--- config.mk ---
export PLATFORM = sky130hd
export DESIGN_NAME = mem_arbiter
export DESIGN_NICKNAME = d
export VERILOG_FILES = /design/src/rtl/mem_arbiter_pkg.sv /design/src/rtl/mem_lane_merge.sv /design/src/rtl/mem_arbiter.sv
export SDC_FILE = /design/constraint.sdc
export NUM_CORES = 1
export LEC_CHECK = 0
export BUFFER_PORTS_ARGS = -buffer_cell sky130_fd_sc_hd__buf_4
export CORE_MARGIN = 1.5
export CORE_UTILIZATION = 31
export CTS_BUF_LIST = sky130_fd_sc_hd__clkbuf_8
export DETAILED_ROUTE_END_ITERATION = 10
export PLACE_DENSITY = 0.64
export SYNTH_ARGS = -nofsm -noshare
export SYNTH_HDL_FRONTEND = slang
export SYNTH_SLANG_ARGS = --single-unit
--- constraint.sdc ---
create_clock -name clk_i -period 3.1 [get_ports clk_i]
set_input_delay 0.155 -clock clk_i [delete_from_list [all_inputs] [get_ports clk_i]]
set_output_delay 0.155 -clock clk_i [all_outputs]
set_load 0.02 [all_outputs]
--- src/rtl/mem_arbiter_pkg.sv ---
// Shared types for the two-port memory arbiter: FSM states, access sizes, port ids.
package mem_arbiter_pkg;

  typedef enum logic [2:0] {
    IDLE,
    RD,
    WR,
    RMW_RD,
    RMW_WR,
    DONE
  } state_t;

  localparam logic [1:0] SZ_BYTE = 2'b00;
  localparam logic [1:0] SZ_HALF = 2'b01;
  localparam logic [1:0] SZ_WORD = 2'b10;

  typedef enum logic {
    PORT_IF = 1'b0,
    PORT_D  = 1'b1
  } port_t;

endpackage

--- src/rtl/mem_lane_merge.sv ---
// Little-endian sub-word store merge and data-port alignment check (combinational).
module mem_lane_merge
  import mem_arbiter_pkg::*;
#(
  parameter int DATA_WIDTH = 32
) (
  input  logic [DATA_WIDTH-1:0] word,
  input  logic [DATA_WIDTH-1:0] wdata,
  input  logic [1:0]            size,
  input  logic [1:0]            addr,
  output logic [DATA_WIDTH-1:0] merged,
  output logic                  misaligned
);

  always_comb begin
    merged     = word;
    misaligned = 1'b0;
    case (size)
      SZ_BYTE: merged[{addr, 3'b000} +: 8] = wdata[7:0];
      SZ_HALF: begin
        merged[{addr[1], 4'b0000} +: 16] = wdata[15:0];
        misaligned                       = addr[0];
      end
      // 2'b11 is treated as a word access
      default: begin
        merged     = wdata;
        misaligned = |addr;
      end
    endcase
  end

endmodule

--- src/rtl/mem_arbiter.sv ---
// Arbitrates an instruction-fetch port and a data port onto one single-ported memory.
// Define ARB_ROUND_ROBIN_EN for round-robin arbitration; default gives the data port priority.
module mem_arbiter
  import mem_arbiter_pkg::*;
#(
  parameter int WORDS      = 10,
  parameter int DATA_WIDTH = 32
) (
  input  logic                  clk_i,
  input  logic                  reset_i,
  input  logic                  if_req_i,
  input  logic [WORDS+1:0]      if_addr_i,
  output logic                  if_ack_o,
  output logic [DATA_WIDTH-1:0] if_data_o,
  input  logic                  d_req_i,
  input  logic                  d_we_i,
  input  logic [1:0]            d_size_i,
  input  logic [WORDS+1:0]      d_addr_i,
  input  logic [DATA_WIDTH-1:0] d_wdata_i,
  output logic                  d_ack_o,
  output logic                  d_err_o,
  output logic [DATA_WIDTH-1:0] d_rdata_o,
  output logic [WORDS-1:0]      mem_addr_o,
  output logic [DATA_WIDTH-1:0] mem_data_o,
  output logic                  mem_wr_o,
  output logic                  mem_rd_o,
  input  logic [DATA_WIDTH-1:0] mem_data_i
);

  state_t                state_q, state_d;
  port_t                 gnt_q, gnt_d, pick;
  logic                  err_q;
  logic                  grant;
  logic [DATA_WIDTH-1:0] merged;
  logic                  misaligned;
  logic                  if_addr_unused;

  assign if_addr_unused = |if_addr_i[1:0];
  assign grant          = (state_q == IDLE) && (if_req_i || d_req_i);

  mem_lane_merge #(.DATA_WIDTH(DATA_WIDTH)) u_merge (
    .word       (mem_data_i),
    .wdata      (d_wdata_i),
    .size       (d_size_i),
    .addr       (d_addr_i[1:0]),
    .merged     (merged),
    .misaligned (misaligned)
  );

`ifdef ARB_ROUND_ROBIN_EN
  port_t last_q;

  // Reset value of PORT_D makes the first contested grant go to IF
  always_ff @(posedge clk_i or posedge reset_i) begin
    if (reset_i)    last_q <= PORT_D;
    else if (grant) last_q <= gnt_d;
  end
`endif

  always_comb begin
    pick = d_req_i ? PORT_D : PORT_IF;
`ifdef ARB_ROUND_ROBIN_EN
    if (if_req_i && d_req_i) pick = (last_q == PORT_IF) ? PORT_D : PORT_IF;
`endif
  end

  always_comb begin
    state_d = state_q;
    gnt_d   = gnt_q;
    case (state_q)
      IDLE: if (grant) begin
        gnt_d = pick;
        if (pick == PORT_D && misaligned)            state_d = DONE;
        else if (pick == PORT_IF || !d_we_i)         state_d = RD;
        else if (d_size_i == SZ_BYTE || d_size_i == SZ_HALF) state_d = RMW_RD;
        else                                         state_d = WR;
      end
      RD, WR, RMW_WR: state_d = DONE;
      RMW_RD:         state_d = RMW_WR;
      DONE:           state_d = IDLE;
      default:        state_d = IDLE;
    endcase
  end

  always_ff @(posedge clk_i or posedge reset_i) begin
    if (reset_i) begin
      state_q    <= IDLE;
      gnt_q      <= PORT_IF;
      err_q      <= 1'b0;
      mem_addr_o <= '0;
      mem_data_o <= '0;
      if_data_o  <= '0;
      d_rdata_o  <= '0;
    end else begin
      state_q <= state_d;
      gnt_q   <= gnt_d;
      if (grant) begin
        err_q      <= (state_d == DONE);
        mem_addr_o <= (gnt_d == PORT_D) ? d_addr_i[WORDS+1:2] : if_addr_i[WORDS+1:2];
        if (state_d == WR) mem_data_o <= merged;
      end
      if (state_q == RD) begin
        if (gnt_q == PORT_IF) if_data_o <= mem_data_i;
        else                  d_rdata_o <= mem_data_i;
      end
      // mem_data_o doubles as the merge buffer: the merged word is latched here so
      // it is already stable for the whole RMW_WR strobe cycle
      if (state_q == RMW_RD) mem_data_o <= merged;
    end
  end

  assign mem_rd_o = !((state_q == RD) || (state_q == RMW_RD));
  assign mem_wr_o = !((state_q == WR) || (state_q == RMW_WR));
  assign if_ack_o = (state_q == DONE) && (gnt_q == PORT_IF);
  assign d_ack_o  = (state_q == DONE) && (gnt_q == PORT_D);
  assign d_err_o  = d_ack_o && err_q;

endmodule

# Yosys cells after proc, flatten, opt, wreduce, memory -nomap -nowiden
# Index checks and enable logic that the tools add are counted.
# Widths: inputs -> output; s select.
totals:
  ff_bits: 111
  out_inout_bits: 111
  elab_cells: 61
  inputBits: 95
op_classes:
  eq_ne: 8
  n_addsub: 2
  muxes: 16
  reduce_logical: 22
  shift: 4
  bitwise: 2
ops:
  columns: ["cell", "n"]
  rows:
  - ["$mux 32", 3]
  - ["$bwmux 32", 2]
  - ["$pmux 32 s2", 1]
  - ["$shift 16x7->32 const A", 1]
  - ["$shift 8x7->32 const A", 1]
  - ["$shiftx 16x7->32", 1]
  - ["$shiftx 8x7->32", 1]
  - ["$neg 5->7", 2]
  - ["$mux 10", 1]
  - ["$eq 3x2->1 const B", 3]
  - ["$eq 3x3->1 const B", 3]
  - ["$pmux 3 s3", 1]
  - ["$mux 3", 2]
  - ["$reduce_and 2->1", 3]
  - ["$logic_and 1x1->1", 5]
  - ["$logic_or 1x1->1", 5]
  - ["$mux 1", 4]
  - ["$reduce_bool 2->1", 2]
  - ["$eq 3x1->1 const B", 1]
  - ["$logic_not 1->1", 3]
  - ["$logic_not 3->1", 1]
  - ["$reduce_or 3->1", 1]
  - ["$eq 2x1->1 const B", 1]
  - ["$logic_not 2->1", 1]
  - ["4 further kinds", 5]

# Logic depth before layout (Yosys ltp)
logic_depth:
  depth_word: 11
  mapped_depth: 8
  depth_no_buf: 6

# Modules after synthesis
# A second synthesis with hierarchy kept.
hier_totals:
  cells_unflattened: 440
  area_unflattened_um2: 5505.3
by_module_without_submodules:
  columns: ["mod", "cells_per_inst", "area_per_inst_um2", "instances", "seq_area_each_um2"]
  rows:
  - ["mem_arbiter", 283, 4385.5, 1, 2777.7]
  - ["mem_lane_merge", 157, 1119.8, 1, 0.0]

# Worst setup path before layout
# No wires, ideal clock.
synth_path:
  kind: "flip-flop to flip-flop"
  startpoint: "register state_q[0]"
  endpoint: "register if_data_o[11]"
  synth_period_minus_slack_ns: 1.563
  t_arrival_ns: 1.438
  path_stages_with_launch: 5
  path_buffers: 1
  slack_ns: 1.537
  required_time_ns: 2.975
  setup_ns: 0.125
  path_cell_list: "dfrtp_1 > nor2b_2 > nor3b_4 > buf_6 > mux2_2"
synth_via:
  elab_chain_len: 2
synth_rtl:
  columns: ["element", "line", "rtl"]
  rows:
  - ["start: declaration", "mem_arbiter.sv:30", "state_t state_q, state_d;"]
  - ["start signal: assignment", "mem_arbiter.sv:95", "state_q <= state_d;"]
  - ["$eq 3x1->1", "mem_arbiter.sv:102", "if (state_q == RD) begin"]
  - ["$reduce_and 2->1 (no source line)", null, null]
  - ["end signal: assignment", "mem_arbiter.sv:103", "if (gnt_q == PORT_IF) if_data_o <= mem_data_i;"]
  - ["end: declaration", "mem_arbiter.sv:14", "output logic [DATA_WIDTH-1:0] if_data_o,"]
# Every way passes these cells.
# A chain may end at the register's enable or synchronous reset.

# Worst setup path in the final report
layout_path:
  startpoint: "register state_q[0]"
  endpoint: "register d_rdata_o[5]"
layout_via:
  elab_chain_len: 2
layout_rtl:
  columns: ["element", "line", "rtl"]
  rows:
  - ["$eq 3x1->1", "mem_arbiter.sv:102", null]
  - ["$reduce_and 2->1 (no source line)", null, null]
  - ["end signal: assignment", "mem_arbiter.sv:104", "else d_rdata_o <= mem_data_i;"]
  - ["end: declaration", "mem_arbiter.sv:22", "output logic [DATA_WIDTH-1:0] d_rdata_o,"]
# Every way passes these cells.

==> impl_metrics.ini <==
[run_status]
status = finished clean

[yosys]
syn-cell-area_um2 = 5220
synth_seq_cells = 111
synth_top_flop_cell = dfrtp_1
synth_cell_types = 43
yosys_warnings = 0
synth-seq-area-share_pct = 53.3
synth_area_per_cell_um2 = 11.6
async_flop_share_pct = 100
synth_edf_count = 0
synth_nets = 550
syn_inst = 450

[setup_path]
timing.critical_path.buf_inv = 0
critical_path.cell_chain = nor2b_2 > and3b_2 > mux2_2
regToRegEndpoint = d_rdata_o[5]$_DFFE_PP0P_
cp.required_ns = 3.39
timing.rr.start = state_q[0]$_DFF_PP0_
path_delay_family = simple AND/OR/NAND/NOR gates
cpPeakStageDelay_ns = 0.82
end_kind = flop
worstRegToRegCells = 3
critPathKind = reg -> reg
crit_fanout = 32
rrSetupSlack_ns = 1.04
slowest_stage = and3b_2
arrival_ns = 2.35
startpoint_type = flop

[timing]
slew_headroom_pct = 40.4
fin_skew_ns = 0.0143
rsz0062_at_grt = false
fmax_mhz = 485
timing.final.ws_setup_ns = 1.04
worst_pin_slew_ns = 0.869
finalHoldViolCount = 0
period_minus_slack_ns = 2.06
fin_tns_setup_ns = 0
maxSlewViolCount = 0
hold_ws_ns = 0.0221
finalCritPeriodShare_pct = 66.5
setup_viol = 0

[power]
p_leak_nw = 3.23
p_per_area_nw_per_um2 = 987
ir_drop_v = 0.000594

[clock_tree]
cts_sinks = 111
cts-root-buf = clkbuf_8
clk_latency_ns = 0.40
htreeDepth = 3
cts_tree = built
postCtsSetupBuffers = 0
cts_buffers = 9
post_cts_resized = 0
clockBufferDepth = 2
path_clk_slew_ns = 0.11
cts_hold_buf = 11

[floorplanning]
die_area_um2 = 17600
dieHeight_um = 133
initial_utilization_pct = 31.6
rows = 47
die_w_um = 133
fp.coreArea_um2 = 16500
io_pins = 206

[layout]
area_growth_pct = 37.6
fill_cells = 1558
antenna_cells = 0
final_core_util_pct = 43.4
final_cell_mix = buf_4, dfrtp_1, mux2_2
layout_commonest_cell = buf_4
fin_cells = 878
drive_gt1_share_pct = 44.5
nets = 754

[placed_design]
place.gp.congestion = 0.793
place_hpwl_mm = 12.5
pre_cts_ws_ns = 1.03
placed_cells = 852
io_buffers = 203

[routing]
ant_nets = 0
routedWlPerCell_um = 19.2
vias = 4468
wirelength_mm = 16.9
drt_iter0_markers = 241
drc = 0
first_pass_iters = 5
viasPerCell = 5.09

[grt]
grt_max_degree = 65
grt.overflow.total = 0
grt_pass1_wl_mm = 25.7
grt_pass1_vias = 4462
antenna_found_initial = 0
grt_use_total_pct = 19.2

[hold_path]
min_path_type = in -> reg
min-delay-start = mem_data_i[31]
holdPathEnd = d_rdata_o[31]$_DFFE_PP0P_
whs_path_depth = 2

[job]
max_cap_viol_count = 0
[worst max path at each step]
| stage | start | to | slack [ns] | cells after the start |
|---|---|---|---|---|
| floorplan | reset_i | d_rdata_o[0]$_DFFE_PP0P_ | 0.01 | 1 |
| global placement | state_q[0]$_DFF_PP0_ | d_rdata_o[9]$_DFFE_PP0P_ | 1.09 | 3 |
| detailed placement | state_q[0]$_DFF_PP0_ | d_rdata_o[20]$_DFFE_PP0P_ | 1.03 | 3 |
| CTS | state_q[0]$_DFF_PP0_ | d_rdata_o[20]$_DFFE_PP0P_ | 1.04 | 3 |
| global route | state_q[2]$_DFF_PP0_ | mem_data_o[16]$_DFFE_PP0P_ | 0.87 | 5 |
| finish | state_q[0]$_DFF_PP0_ | d_rdata_o[5]$_DFFE_PP0P_ | 1.04 | 3 |
[Yosys cell counts, drive strengths merged (2+ instances only)]
master | instances | area (µm²)
dfrtp | 111 | 2780
mux2 | 64 | 721
nand2 | 46 | 173
nor2 | 36 | 143
a31oi | 33 | 206
a22oi | 27 | 203
o21ai | 27 | 135
buf | 20 | 146
a22o | 19 | 166
a221o | 14 | 140
clkbuf | 10 | 38.8
inv | 6 | 22.5
ha | 5 | 62.6
a21oi | 3 | 15.0
and2 | 3 | 18.8
nor2b | 3 | 21.3
and3 | 2 | 12.5
mux2i | 2 | 20.0
nand2b | 2 | 12.5
nor4b | 2 | 30.0
[flip-flops by register name, indices dropped and copies added (netlist names)]
signal and count:
err_q 1, if_data_o 32, mem_data_o 32, gnt_q 1, mem_addr_o 10, state_q 3, d_rdata_o 32
[stage by stage]
stage	instance area (µm²)	power, mW
3_3_place_gp	6900	6.24
2_1_floorplan	5220	4.72
3_5_place_dp	6900	6.34
5_1_grt	7180	7.49
4_1_cts	7180	7.16
6_report	7180	7.08
[logic make-up (layout without fill, tap and decap cells)]
logic type / count (synthesis) / count (layout) / share of synthesized area, %
mux: 66 / 66 / 14.2
flops: 111 / 111 / 53.3
fa+ha+maj: 6 / 6 / 1.39
buf+inv: 36 / 244 / 3.98
simple gates: 103 / 103 / 9.55
xor+xnor: 1 / 1 / 0.168
compound gates: 127 / 127 / 17.5
[routing by layer]
layer  up-vias  GRT usage (%)  routed length [µm]
met3        16           5.59                1310
met5         -              0                   0
met2       179           31.1                8140
li1       2067              -                   -
met4         0           6.90                 203
met1      2206           24.5                7230
[cell type report]
type | instances | area (µm²) | share of cell area, %
clock inverter | 6 | 41.3 | 0.575
tap | 220 | 275 | 3.84
timing repair buffer | 223 | 1700 | 23.7
inverter | 6 | 25.0 | 0.349
clock buffer | 9 | 124 | 1.73
multi-input combinational | 303 | 2230 | 31.1
sequential | 111 | 2780 | 38.7
[where the power goes]
| group | internal [mW] | total (mW) | switching (mW) |
|---|---|---|---|
| sequential | 2.18 | 2.63 | 0.451 |
| clock | 0.287 | 0.799 | 0.511 |
| combinational | 1.74 | 3.65 | 1.92 |
| total | 4.21 | 7.08 | 2.88 |
No activity file was read; power rests on OpenSTA's default activity.
